### config.mk
export PLATFORM = sky130hd
export DESIGN_NAME = mcb_write_arbiter_flat
export DESIGN_NICKNAME = d
export VERILOG_FILES = /design/src/rtl/mcb_write_arbiter_if.sv /design/src/rtl/mcb_write_arbiter.sv /design/src/flat_wrapper.sv
export SDC_FILE = /design/constraint.sdc
export NUM_CORES = 1
export LEC_CHECK = 0
export ABC_AREA = 0
export BUFFER_PORTS_ARGS = -buffer_cell sky130_fd_sc_hd__buf_2
export CELL_PAD_IN_SITES_DETAIL_PLACEMENT = 1
export CELL_PAD_IN_SITES_GLOBAL_PLACEMENT = 1
export CORE_MARGIN = 2
export CORE_UTILIZATION = 30
export CTS_CLUSTER_DIAMETER = 30
export DETAILED_ROUTE_END_ITERATION = 12
export GPL_ROUTABILITY_DRIVEN = 0
export PLACE_DENSITY = 0.91
export SLEW_MARGIN = 20
export SYNTH_ARGS = -nofsm -noshare
export SYNTH_HDL_FRONTEND = slang
export SYNTH_SLANG_ARGS = --single-unit
### constraint.sdc
create_clock -name clk_i -period 2.3 [get_ports clk_i]
set_input_delay 0.23 -clock clk_i [delete_from_list [all_inputs] [get_ports clk_i]]
set_output_delay 0.23 -clock clk_i [all_outputs]
set_load 0.02 [all_outputs]
### src/rtl/mcb_write_arbiter_if.sv
// rtl/mcb_write_arbiter_if.sv - requester burst ports and MCB write-port bundle
interface mcb_write_arbiter_if #(
  parameter int ADDR_W = 30,
  parameter int DATA_W = 32,
  parameter int MASK_W = 4,
  parameter int BL_W   = 6
);
  // requester side, index 0 = sprite renderer, 1 = command/pixel-data loader
  logic [1:0]              req;
  logic [1:0][BL_W-1:0]    bl;
  logic [1:0][ADDR_W-1:0]  addr;
  logic [1:0]              gnt;
  logic [1:0][DATA_W-1:0]  data;
  logic [1:0][MASK_W-1:0]  mask;
  logic [1:0]              valid;
  logic [1:0]              ready;
  logic [1:0]              done;
  logic [1:0]              err;

  // MCB command and write-data port
  logic                    cmd_en;
  logic [2:0]              cmd_instr;
  logic [BL_W-1:0]         cmd_bl;
  logic [ADDR_W-1:0]       cmd_byte_addr;
  logic                    cmd_full;
  logic                    wr_en;
  logic [DATA_W-1:0]       wr_data;
  logic [MASK_W-1:0]       wr_mask;
  logic                    wr_full;
  logic                    wr_underrun;
  logic                    wr_error;

  modport slave (
    input  req, bl, addr, data, mask, valid,
    input  cmd_full, wr_full, wr_underrun, wr_error,
    output gnt, ready, done, err,
    output cmd_en, cmd_instr, cmd_bl, cmd_byte_addr,
    output wr_en, wr_data, wr_mask
  );

  modport master (
    output req, bl, addr, data, mask, valid,
    output cmd_full, wr_full, wr_underrun, wr_error,
    input  gnt, ready, done, err,
    input  cmd_en, cmd_instr, cmd_bl, cmd_byte_addr,
    input  wr_en, wr_data, wr_mask
  );
endinterface

### src/rtl/mcb_write_arbiter.sv
// rtl/mcb_write_arbiter.sv - two-requester burst arbiter in front of one MCB write port
module mcb_write_arbiter #(
  parameter int ADDR_W         = 30,
  parameter int DATA_W         = 32,
  parameter int MASK_W         = 4,
  parameter int BL_W           = 6,
  parameter bit FIXED_PRIORITY = 1'b0
) (
  input  logic               clk_i,
  input  logic               rst_ni,
  input  logic               calib_done_i,
  mcb_write_arbiter_if.slave bus,
  output logic               busy_o,
  output logic               sticky_err_o
);

  localparam logic [1:0] S_WAIT_CAL = 2'd0;
  localparam logic [1:0] S_IDLE     = 2'd1;
  localparam logic [1:0] S_DATA     = 2'd2;
  localparam logic [1:0] S_CMD      = 2'd3;

  logic [1:0]        state_q, state_d;
  logic              owner_q, owner_d;
  logic              rr_q, rr_d;
  logic [BL_W-1:0]   bl_q, bl_d;
  logic [ADDR_W-1:0] addr_q, addr_d;
  logic [BL_W:0]     cnt_q, cnt_d;
  logic [1:0]        gnt_q, gnt_d;
  logic [1:0]        done_q, done_d;
  logic [1:0]        err_q, err_d;
  logic              sticky_q, sticky_d;

  logic              winner;
  logic              any_req;
  logic              misaligned;
  logic              in_data;
  logic [1:0]        ready_w;
  logic              wr_fire;
  logic              last_word;
  logic              cmd_fire;

  // rr_q names the requester that wins a tie; a finished owner hands it to the other side
  always_comb begin
    any_req = |bus.req;
    if (bus.req == 2'b11) begin
      winner = FIXED_PRIORITY ? 1'b0 : rr_q;
    end else begin
      winner = bus.req[1];
    end
    misaligned = |bus.addr[winner][1:0];
  end

  assign in_data   = (state_q == S_DATA);
  assign ready_w   = gnt_q & {2{in_data & ~bus.wr_full}};
  assign wr_fire   = |(ready_w & bus.valid);
  assign last_word = (cnt_q == {1'b0, bl_q});
  assign cmd_fire  = (state_q == S_CMD) & ~bus.cmd_full;

  assign bus.gnt           = gnt_q;
  assign bus.ready         = ready_w;
  assign bus.done          = done_q;
  assign bus.err           = err_q;
  assign bus.wr_en         = wr_fire;
  assign bus.wr_data       = in_data ? bus.data[owner_q] : '0;
  assign bus.wr_mask       = in_data ? bus.mask[owner_q] : '0;
  assign bus.cmd_en        = cmd_fire;
  assign bus.cmd_instr     = 3'b000;
  assign bus.cmd_bl        = bl_q;
  assign bus.cmd_byte_addr = addr_q;

  assign busy_o       = in_data | (state_q == S_CMD);
  assign sticky_err_o = sticky_q;

  always_comb begin
    state_d  = state_q;
    owner_d  = owner_q;
    rr_d     = rr_q;
    bl_d     = bl_q;
    addr_d   = addr_q;
    cnt_d    = cnt_q;
    gnt_d    = gnt_q;
    done_d   = 2'b00;
    err_d    = 2'b00;
    sticky_d = sticky_q | bus.wr_underrun | bus.wr_error;

    case (state_q)
      S_WAIT_CAL: begin
        if (calib_done_i) begin
          state_d = S_IDLE;
        end
      end

      // Skip arbitration while a Done pulse is out so a requester that is
      // about to drop its level request is not granted a phantom burst.
      S_IDLE: begin
        if (!calib_done_i) begin
          state_d = S_WAIT_CAL;
        end else if (any_req && (done_q == 2'b00)) begin
          if (misaligned) begin
            done_d[winner] = 1'b1;
            err_d[winner]  = 1'b1;
            rr_d           = ~winner;
          end else begin
            owner_d = winner;
            bl_d    = bus.bl[winner];
            addr_d  = bus.addr[winner];
            cnt_d   = '0;
            gnt_d   = winner ? 2'b10 : 2'b01;
            state_d = S_DATA;
          end
        end
      end

      S_DATA: begin
        if (wr_fire) begin
          cnt_d = cnt_q + 1'b1;
          if (last_word) begin
            state_d = S_CMD;
          end
        end
      end

      // calib_done is only honoured once the command is out, never mid-burst
      S_CMD: begin
        if (cmd_fire) begin
          gnt_d           = 2'b00;
          done_d[owner_q] = 1'b1;
          rr_d            = ~owner_q;
          state_d         = calib_done_i ? S_IDLE : S_WAIT_CAL;
        end
      end

      default: begin
        state_d = S_WAIT_CAL;
      end
    endcase
  end

  always_ff @(posedge clk_i or negedge rst_ni) begin
    if (!rst_ni) begin
      state_q  <= S_WAIT_CAL;
      owner_q  <= 1'b0;
      rr_q     <= 1'b0;
      bl_q     <= '0;
      addr_q   <= '0;
      cnt_q    <= '0;
      gnt_q    <= 2'b00;
      done_q   <= 2'b00;
      err_q    <= 2'b00;
      sticky_q <= 1'b0;
    end else begin
      state_q  <= state_d;
      owner_q  <= owner_d;
      rr_q     <= rr_d;
      bl_q     <= bl_d;
      addr_q   <= addr_d;
      cnt_q    <= cnt_d;
      gnt_q    <= gnt_d;
      done_q   <= done_d;
      err_q    <= err_d;
      sticky_q <= sticky_d;
    end
  end

endmodule

### src/flat_wrapper.sv
// flat-port wrapper written by rule: the top's interface ports become plain ports
module mcb_write_arbiter_flat 
#(
  parameter int ADDR_W         = 30,
  parameter int DATA_W         = 32,
  parameter int MASK_W         = 4,
  parameter int BL_W           = 6,
  parameter bit FIXED_PRIORITY = 1'b0
)
  (clk_i, rst_ni, calib_done_i, busy_o, sticky_err_o, bus_req, bus_bl, bus_addr, bus_data, bus_mask, bus_valid, bus_cmd_full, bus_wr_full, bus_wr_underrun, bus_wr_error, bus_gnt, bus_ready, bus_done, bus_err, bus_cmd_en, bus_cmd_instr, bus_cmd_bl, bus_cmd_byte_addr, bus_wr_en, bus_wr_data, bus_wr_mask);
  mcb_write_arbiter_if #(.ADDR_W(ADDR_W), .DATA_W(DATA_W), .MASK_W(MASK_W), .BL_W(BL_W)) bus_i ();
  input  logic clk_i;
  input  logic rst_ni;
  input  logic calib_done_i;
  output logic busy_o;
  output logic sticky_err_o;
  input wire logic [$bits(bus_i.req)-1:0] bus_req;
  input wire logic [$bits(bus_i.bl)-1:0] bus_bl;
  input wire logic [$bits(bus_i.addr)-1:0] bus_addr;
  input wire logic [$bits(bus_i.data)-1:0] bus_data;
  input wire logic [$bits(bus_i.mask)-1:0] bus_mask;
  input wire logic [$bits(bus_i.valid)-1:0] bus_valid;
  input wire logic [$bits(bus_i.cmd_full)-1:0] bus_cmd_full;
  input wire logic [$bits(bus_i.wr_full)-1:0] bus_wr_full;
  input wire logic [$bits(bus_i.wr_underrun)-1:0] bus_wr_underrun;
  input wire logic [$bits(bus_i.wr_error)-1:0] bus_wr_error;
  output wire logic [$bits(bus_i.gnt)-1:0] bus_gnt;
  output wire logic [$bits(bus_i.ready)-1:0] bus_ready;
  output wire logic [$bits(bus_i.done)-1:0] bus_done;
  output wire logic [$bits(bus_i.err)-1:0] bus_err;
  output wire logic [$bits(bus_i.cmd_en)-1:0] bus_cmd_en;
  output wire logic [$bits(bus_i.cmd_instr)-1:0] bus_cmd_instr;
  output wire logic [$bits(bus_i.cmd_bl)-1:0] bus_cmd_bl;
  output wire logic [$bits(bus_i.cmd_byte_addr)-1:0] bus_cmd_byte_addr;
  output wire logic [$bits(bus_i.wr_en)-1:0] bus_wr_en;
  output wire logic [$bits(bus_i.wr_data)-1:0] bus_wr_data;
  output wire logic [$bits(bus_i.wr_mask)-1:0] bus_wr_mask;
  assign bus_i.req = bus_req;
  assign bus_i.bl = bus_bl;
  assign bus_i.addr = bus_addr;
  assign bus_i.data = bus_data;
  assign bus_i.mask = bus_mask;
  assign bus_i.valid = bus_valid;
  assign bus_i.cmd_full = bus_cmd_full;
  assign bus_i.wr_full = bus_wr_full;
  assign bus_i.wr_underrun = bus_wr_underrun;
  assign bus_i.wr_error = bus_wr_error;
  assign bus_gnt = bus_i.gnt;
  assign bus_ready = bus_i.ready;
  assign bus_done = bus_i.done;
  assign bus_err = bus_i.err;
  assign bus_cmd_en = bus_i.cmd_en;
  assign bus_cmd_instr = bus_i.cmd_instr;
  assign bus_cmd_bl = bus_i.cmd_bl;
  assign bus_cmd_byte_addr = bus_i.cmd_byte_addr;
  assign bus_wr_en = bus_i.wr_en;
  assign bus_wr_data = bus_i.wr_data;
  assign bus_wr_mask = bus_i.wr_mask;
  mcb_write_arbiter #(.ADDR_W(ADDR_W), .DATA_W(DATA_W), .MASK_W(MASK_W), .BL_W(BL_W), .FIXED_PRIORITY(FIXED_PRIORITY)) u_core (.clk_i(clk_i), .rst_ni(rst_ni), .calib_done_i(calib_done_i), .bus(bus_i), .busy_o(busy_o), .sticky_err_o(sticky_err_o));
endmodule
==> flow_summary_export.csv, run 1 <==
group,metric,value,unit
sta,timing.setup.tns,0,ns
synthesis,synth_enable_flop_cells,0,
synthesis,async_flop_share,1.000,
routing,detailedRoute.firstPassIterationCount,4,
sta,setup_violations,0,
clock_tree,clk_path_buf_depth,2,
min_path,hp-class,"primary input to flip-flop",
flow_run,max_cap_violations,0,
power_and_ir_drop,worst_ir_drop_vdd,0.5067,mV
power_and_ir_drop,cellLeakagePower,2.628,nW
synthesis,synthFlopType,"dfrtp_1",
clock_tree,worst_skew_pair.late_latency,0.29,ns
critical_path,cp_data_arrival_time,2.23,ns
synthesis,synth_area,3410,µm²
routing,remaining_drc_errors,0,
global_routing,grt_first_pass_wirelength,18930,µm
floorplan,pin_count,242,
routing,vias_per_cell,4.764,
routing,drtAntennaViolNets,0,
floorplan,die_area,12230,µm²
critical_path,worst_path_largest_cell_delay,0.47,ns
clock_tree,postCtsHoldBufs,1,
floorplan,num_rows,38,
critical_path,rr_worst_depth,5,
synthesis,yosys.area_share.xor_xnor,0.02826,
synthesis,yosysUniqueCellTypes,46,
place,port_buffers,238,
sta,period_needed,2.048,ns
synthesis,ys.warnings.count,0,
synthesis,synth.avg_cell_area,11.60,µm²
sta,hold_viol,0,
min_path,holdPathStages,2,
critical_path,crit_required,2.48,ns
clock_tree,cts-htree-levels,2,
clock_tree,post-cts-setup-buffers,0,
global_routing,globalRouteTotalUtil,0.1896,
clock_tree,clock_tree_from_tritoncts,"done",
final_layout,fin_nets,685,
critical_path,critPathMaxFanout,23,
clock_tree,cts.clk_slew.worst_paths,0.07,ns
sta,drv_slew,0,
global_routing,initial_antenna_violation_count,0,
synthesis,yosys_register_bits,54,
floorplan,initial_utilization,0.3104,
critical_path,end_kind,"flip-flop",
floorplan,design.core.area,10980,µm²
synthesis,synth_simple_gate_area_frac,0.1284,
synthesis,largest_family_of_logic_cells_by_synthesized_area,"multiplexers",
critical_path,start_kind,"flip-flop",
sta,fmax,0.4882,GHz
final_layout,most-common-layout-cells,"buf_2 (238), dfrtp_1 (53), nor2_1 (44)",
critical_path,worstPathCellList,"nor4b_4 > nand3_4 > a21oi_4 > buf_4 > mux2_4",
routing,route.detailed.wl_per_inst,17.43,µm
routing,detail_route.wirelength,11680,µm
critical_path,timing.reg2reg.setup_slack,0.25,ns
synthesis,synthCells,294,
final_layout,num_antenna_cells,0,
floorplan,floorplan.die.height,110.6,µm
final_layout,fin_cells,670,
floorplan,die_x,110.6,µm
status,status,"finished clean",
critical_path,critPathKind,"flip-flop to flip-flop",
sta,period_share,0.8905,
synthesis,muxShareOfSynthArea,0.3622,
global_routing,grt_start_max_net_pins,40,
final_layout,areaGrowthSynthToFinish,44.33,%
final_layout,share_of_cells_above_drive_strength_1,0.6189,
clock_tree,clock_sink_count,54,
routing,drt-initial-drc-count,121,
critical_path,timing.critical_path.slowest_stage_cell,"dfrtp_1",
synthesis,yosysSeqAreaShare,0.3963,
clock_tree,numCtsBuffers,5,
clock_tree,post_cts_resized,0,
final_layout,layout_commonest_cell,"buf_2",
clock_tree,clock_tree.root_cell,"clkbuf_16",
power_and_ir_drop,power-per-cell-area,1021,nW/µm²
sta,final.setup_skew,0.009557,ns
sta,rsz0062_at_grt,"false",
routing,dr_total_vias,3192,
global_routing,grt_remaining_overflow,0,
global_routing,vias_in_the_first_global_route,3653,
synthesis,adder_cell_fraction_of_synth_area,0.003670,
place,dpl.hpwl,9478,µm
synthesis,synth_compound_gate_area_share,0.03633,
place,cell_count_after_placement,661,
-- cell type report --
cell class	count	area (µm²)
clock buffers	6	138.9
clock inverters	2	38.79
fillers	1298	6062
inverters	2	7.507
multi-input cells	220	1917
flip-flops and latches	54	1353
well taps	140	175.2
repair buffers	246	1291
-- Yosys cell counts, types with 2 or more instances --
library cell / instances / area (µm²)
a21o_1: 2 / 15.01
a21oi_1: 2 / 10.01
and2_1: 4 / 25.02
and4_1: 2 / 17.52
buf_12: 3 / 60.06
buf_2: 2 / 10.01
buf_4: 4 / 30.03
clkbuf_1: 10 / 37.54
dfrtp_1: 54 / 1351
inv_1: 2 / 7.510
mux2_2: 39 / 439.2
mux2_4: 29 / 435.4
mux2i_1: 36 / 360.4
nand2_1: 9 / 33.78
nand2b_1: 5 / 31.28
nand3_1: 5 / 25.02
nand4_1: 2 / 12.51
nor2_1: 44 / 165.2
nor2b_1: 2 / 12.51
nor3_1: 2 / 10.01
o21ai_0: 2 / 10.01
xnor2_1: 5 / 43.79
xor2_1: 6 / 52.55
-- state kept, by name (all words and copies together) (netlist names), named ones only --
name / count
u_core.owner_q: 1
u_core.state_q: 1
u_core.sticky_err_o: 1
u_core.bus.done: 2
u_core.rr_q: 1
u_core.bus.cmd_bl: 6
u_core.cnt_q: 7
u_core.bus.cmd_byte_addr: 30
u_core.bus.gnt: 2
u_core.bus.err: 2
-- per-layer routing --
| layer | track usage | part of all wire |
|---|---|---|
| met5 | 0 | 0 |
| met2 | 0.3624 | 0.54 |
| met1 | 0.2148 | 0.39 |
| met4 | 0.04750 | 0.018 |
| met3 | 0.03622 | 0.057 |
-- cell families (layout without fill, tap and decap cells) --
group	after synthesis	in the layout
AOI/OAI and AO/OA	16	16
xor gates and xnor gates	11	11
adders and majority gates	1	1
buffers and inverters	22	256
DFF	54	54
muxes	104	104
other	1	3
and+or+nand+nor	85	85
-- final timing paths --
path	start	to
worst max-delay path	flip-flop	u_core.bus.cmd_byte_addr[2]
worst min-delay path	bus_wr_error	u_core.sticky_err_o
worst max register to register	flip-flop	u_core.bus.cmd_byte_addr[2]
worst min register to register	u_core.sticky_err_o	u_core.sticky_err_o
max in group asynchronous	rst_ni	u_core.bus.cmd_byte_addr[22]
min in group asynchronous	rst_ni	u_core.bus.cmd_byte_addr[4]
-- power breakdown --
group | internal (W) | switching [W] | total (W)
Combinational | 0.00120 | 0.00132 | 0.00251
Sequential | 0.00132 | 0.000289 | 0.00161
Clock | 0.000548 | 0.000352 | 0.000899
Total | 0.00306 | 0.00196 | 0.00502
-- critical path: cells and delay by family, from the launching register on --
| kind | cells | cell delay, ns |
|---|---|---|
| and+or+nand+nor | 2 | 0.58 |
| DFF | 1 | 0.47 |
| buffers and inverters | 1 | 0.36 |
| muxes | 1 | 0.34 |
| AOI/OAI and AO/OA | 1 | 0.18 |
-- through the flow --
stage	hold WS [ns]	cell area (µm²)	power [W]	utilization	worst slack, ns
after CTS	0.1258	4921	0.005082	0.4481	0.2288
after floorplan	-0.06559	3417	0.003285	-	0.4149
after global routing	0.1375	4921	0.005309	0.4481	0.1549
after detailed placement	0.1550	4733	0.004156	0.4310	0.2500
after global placement	0.1395	4733	0.004033	0.4310	0.3336
final	0.1319	4921	0.005022	0.4481	0.2518
Power figures use the tool's default switching activity.
==> inputs of run 2 (changes only) <==
Settings changed: CORE_ASPECT_RATIO set to 1.75.
==> run 2 against run 1 <==
  * Total power fell by 1.7%
  * Via count decreased by 0.44%
  * Worst setup slack gained 0.0041 ns
  * Wire length shrank 6.5%
  * Sequential share of layout area increased by 0.28 points
  * Die area grew 0.27%
  * Fmax grew 0.20%
  * Sequential cell count is the same
==> flow_summary_export.csv, run 2 (same netlist as run 1, synthesis figures left out) <==
group,metric,value,unit
clock_tree,clock_tree.root_cell,"clkbuf_16",
final_layout,num_antenna_cells,0,
sta,period_needed,2.044,ns
floorplan,die_area,12270,µm²
sta,worst_margin_pin_slew,0.7079,ns
clock_tree,clock_sink_count,54,
routing,route.detailed.wl_per_inst,16.57,µm
global_routing,grt_first_pass_wirelength,17300,µm
place,dpl.hpwl,8865,µm
clock_tree,post_cts_resized,0,
critical_path,crit_required,2.48,ns
routing,drt-initial-drc-count,62,
global_routing,grt_start_max_net_pins,55,
final_layout,largest_register_ff_count,30,
floorplan,die_x,84.59,µm
clock_tree,clock_tree_from_tritoncts,"done",
routing,remaining_drc_errors,0,
sta,rsz0062_at_grt,"false",
clock_tree,cts-htree-levels,2,
global_routing,vias_in_the_first_global_route,3546,
critical_path,end_kind,"flip-flop",
final_layout,final_core_util,0.4387,
place,post_dp_cell_area,4708,µm²
clock_tree,postCtsHoldBufs,0,
routing,detail_route.wirelength,10920,µm
sta,final.setup_skew,0.004664,ns
global_routing,globalRouteTotalUtil,0.1743,
sta,drv_slew,0,
floorplan,pin_count,242,
final_layout,design_area,4871,µm²
place,port_buffers,238,
clock_tree,clk_path_buf_depth,2,
sta,setup_violations,0,
final_layout,areaGrowthSynthToFinish,42.86,%
floorplan,design.core.area,11100,µm²
routing,dr_total_vias,3178,
critical_path,critPathKind,"flip-flop to flip-flop",
floorplan,num_rows,51,
critical_path,timing.reg2reg.setup_slack,0.26,ns
sta,timing.setup.tns,0,ns
clock_tree,post-cts-setup-buffers,0,
power_and_ir_drop,worst_ir_drop_vdd,0.5587,mV
power_and_ir_drop,cellLeakagePower,2.604,nW
sta,fmax,0.4892,GHz
critical_path,start_kind,"flip-flop",
power_and_ir_drop,power-per-cell-area,1013,nW/µm²
sta,hold_viol,0,
sta,period_share,0.8887,
clock_tree,cts.clk_slew.worst_paths,0.07,ns
status,status,"finished clean",
global_routing,grt_remaining_overflow,0,
clock_tree,worst_skew_pair.late_latency,0.29,ns
min_path,hp-class,"primary input to async pin",
critical_path,critPathMaxFanout,44,
final_layout,layout_commonest_cell,"buf_2",
global_routing,initial_antenna_violation_count,0,
routing,vias_per_cell,4.822,
final_layout,fin_nets,682,
final_layout,most-common-layout-cells,"buf_2 (238), dfrtp_1 (53), nor2_1 (44)",
floorplan,floorplan.die.height,145.0,µm
routing,drtAntennaViolNets,0,
critical_path,cp_data_arrival_time,2.22,ns
floorplan,initial_utilization,0.3071,
clock_tree,numCtsBuffers,5,
flow_run,max_cap_violations,0,
routing,detailedRoute.firstPassIterationCount,4,
sta,slew_headroom,0.5281,
final_layout,share_of_cells_above_drive_strength_1,0.6148,
-- run 2: report_power, final --
| group | switching (W) | internal [W] | total, W |
|---|---|---|---|
| sequential | 0.000278 | 0.00132 | 0.00160 |
| clock | 0.000327 | 0.000515 | 0.000842 |
| combinational | 0.00130 | 0.00119 | 0.00250 |
-- run 2: per-layer routing --
layer | GRT usage | wire length [µm]
met2 | 0.3512 | 6361
met5 | 0 | 0
met1 | 0.1691 | 3518
met4 | 0.06587 | 297
met3 | 0.02730 | 744
-- run 2: final cells by class --
type / count / area, µm²
clock buffer: 7 / 132.6
clock inverter: 1 / 30.03
fill: 1330 / 6232
inverter: 2 / 7.507
multi-input combinational: 220 / 1917
sequential: 54 / 1353
tap: 132 / 165.2
timing repair buffer: 243 / 1266
-- run 2: through the flow --
step	setup slack, ns	hold WS [ns]	cells	power (W)
5_1_grt	0.1806	0.1350	659	0.005226
3_5_place_dp	0.2660	0.4060	651	0.004130
6_report	0.2559	0.07757	659	0.004936
4_1_cts	0.2451	0.09246	659	0.005001
3_3_place_gp	0.3540	0.3887	651	0.004014
2_1_floorplan	0.4149	-0.06559	296	0.003285
-- run 2: worst max-delay path: stages (launching register included) --
cell and delay, ns:
dfrtp_1 0.47, nor4b_4 0.39, nand3_4 0.17, a21oi_4 0.20
buf_12 0.30, mux2_2 0.38
-- run 2: final timing paths --
path / start / end / cells after the start
max: flip-flop / u_core.bus.cmd_byte_addr[26] / 5
min: rst_ni / u_core.bus.cmd_byte_addr[14] / 2
max reg2reg: flip-flop / u_core.bus.cmd_byte_addr[26] / 5
min reg2reg: u_core.sticky_err_o / u_core.sticky_err_o / 1
max in group asynchronous: rst_ni / u_core.owner_q / 2
min in group clk_i: bus_wr_underrun / u_core.sticky_err_o / 2
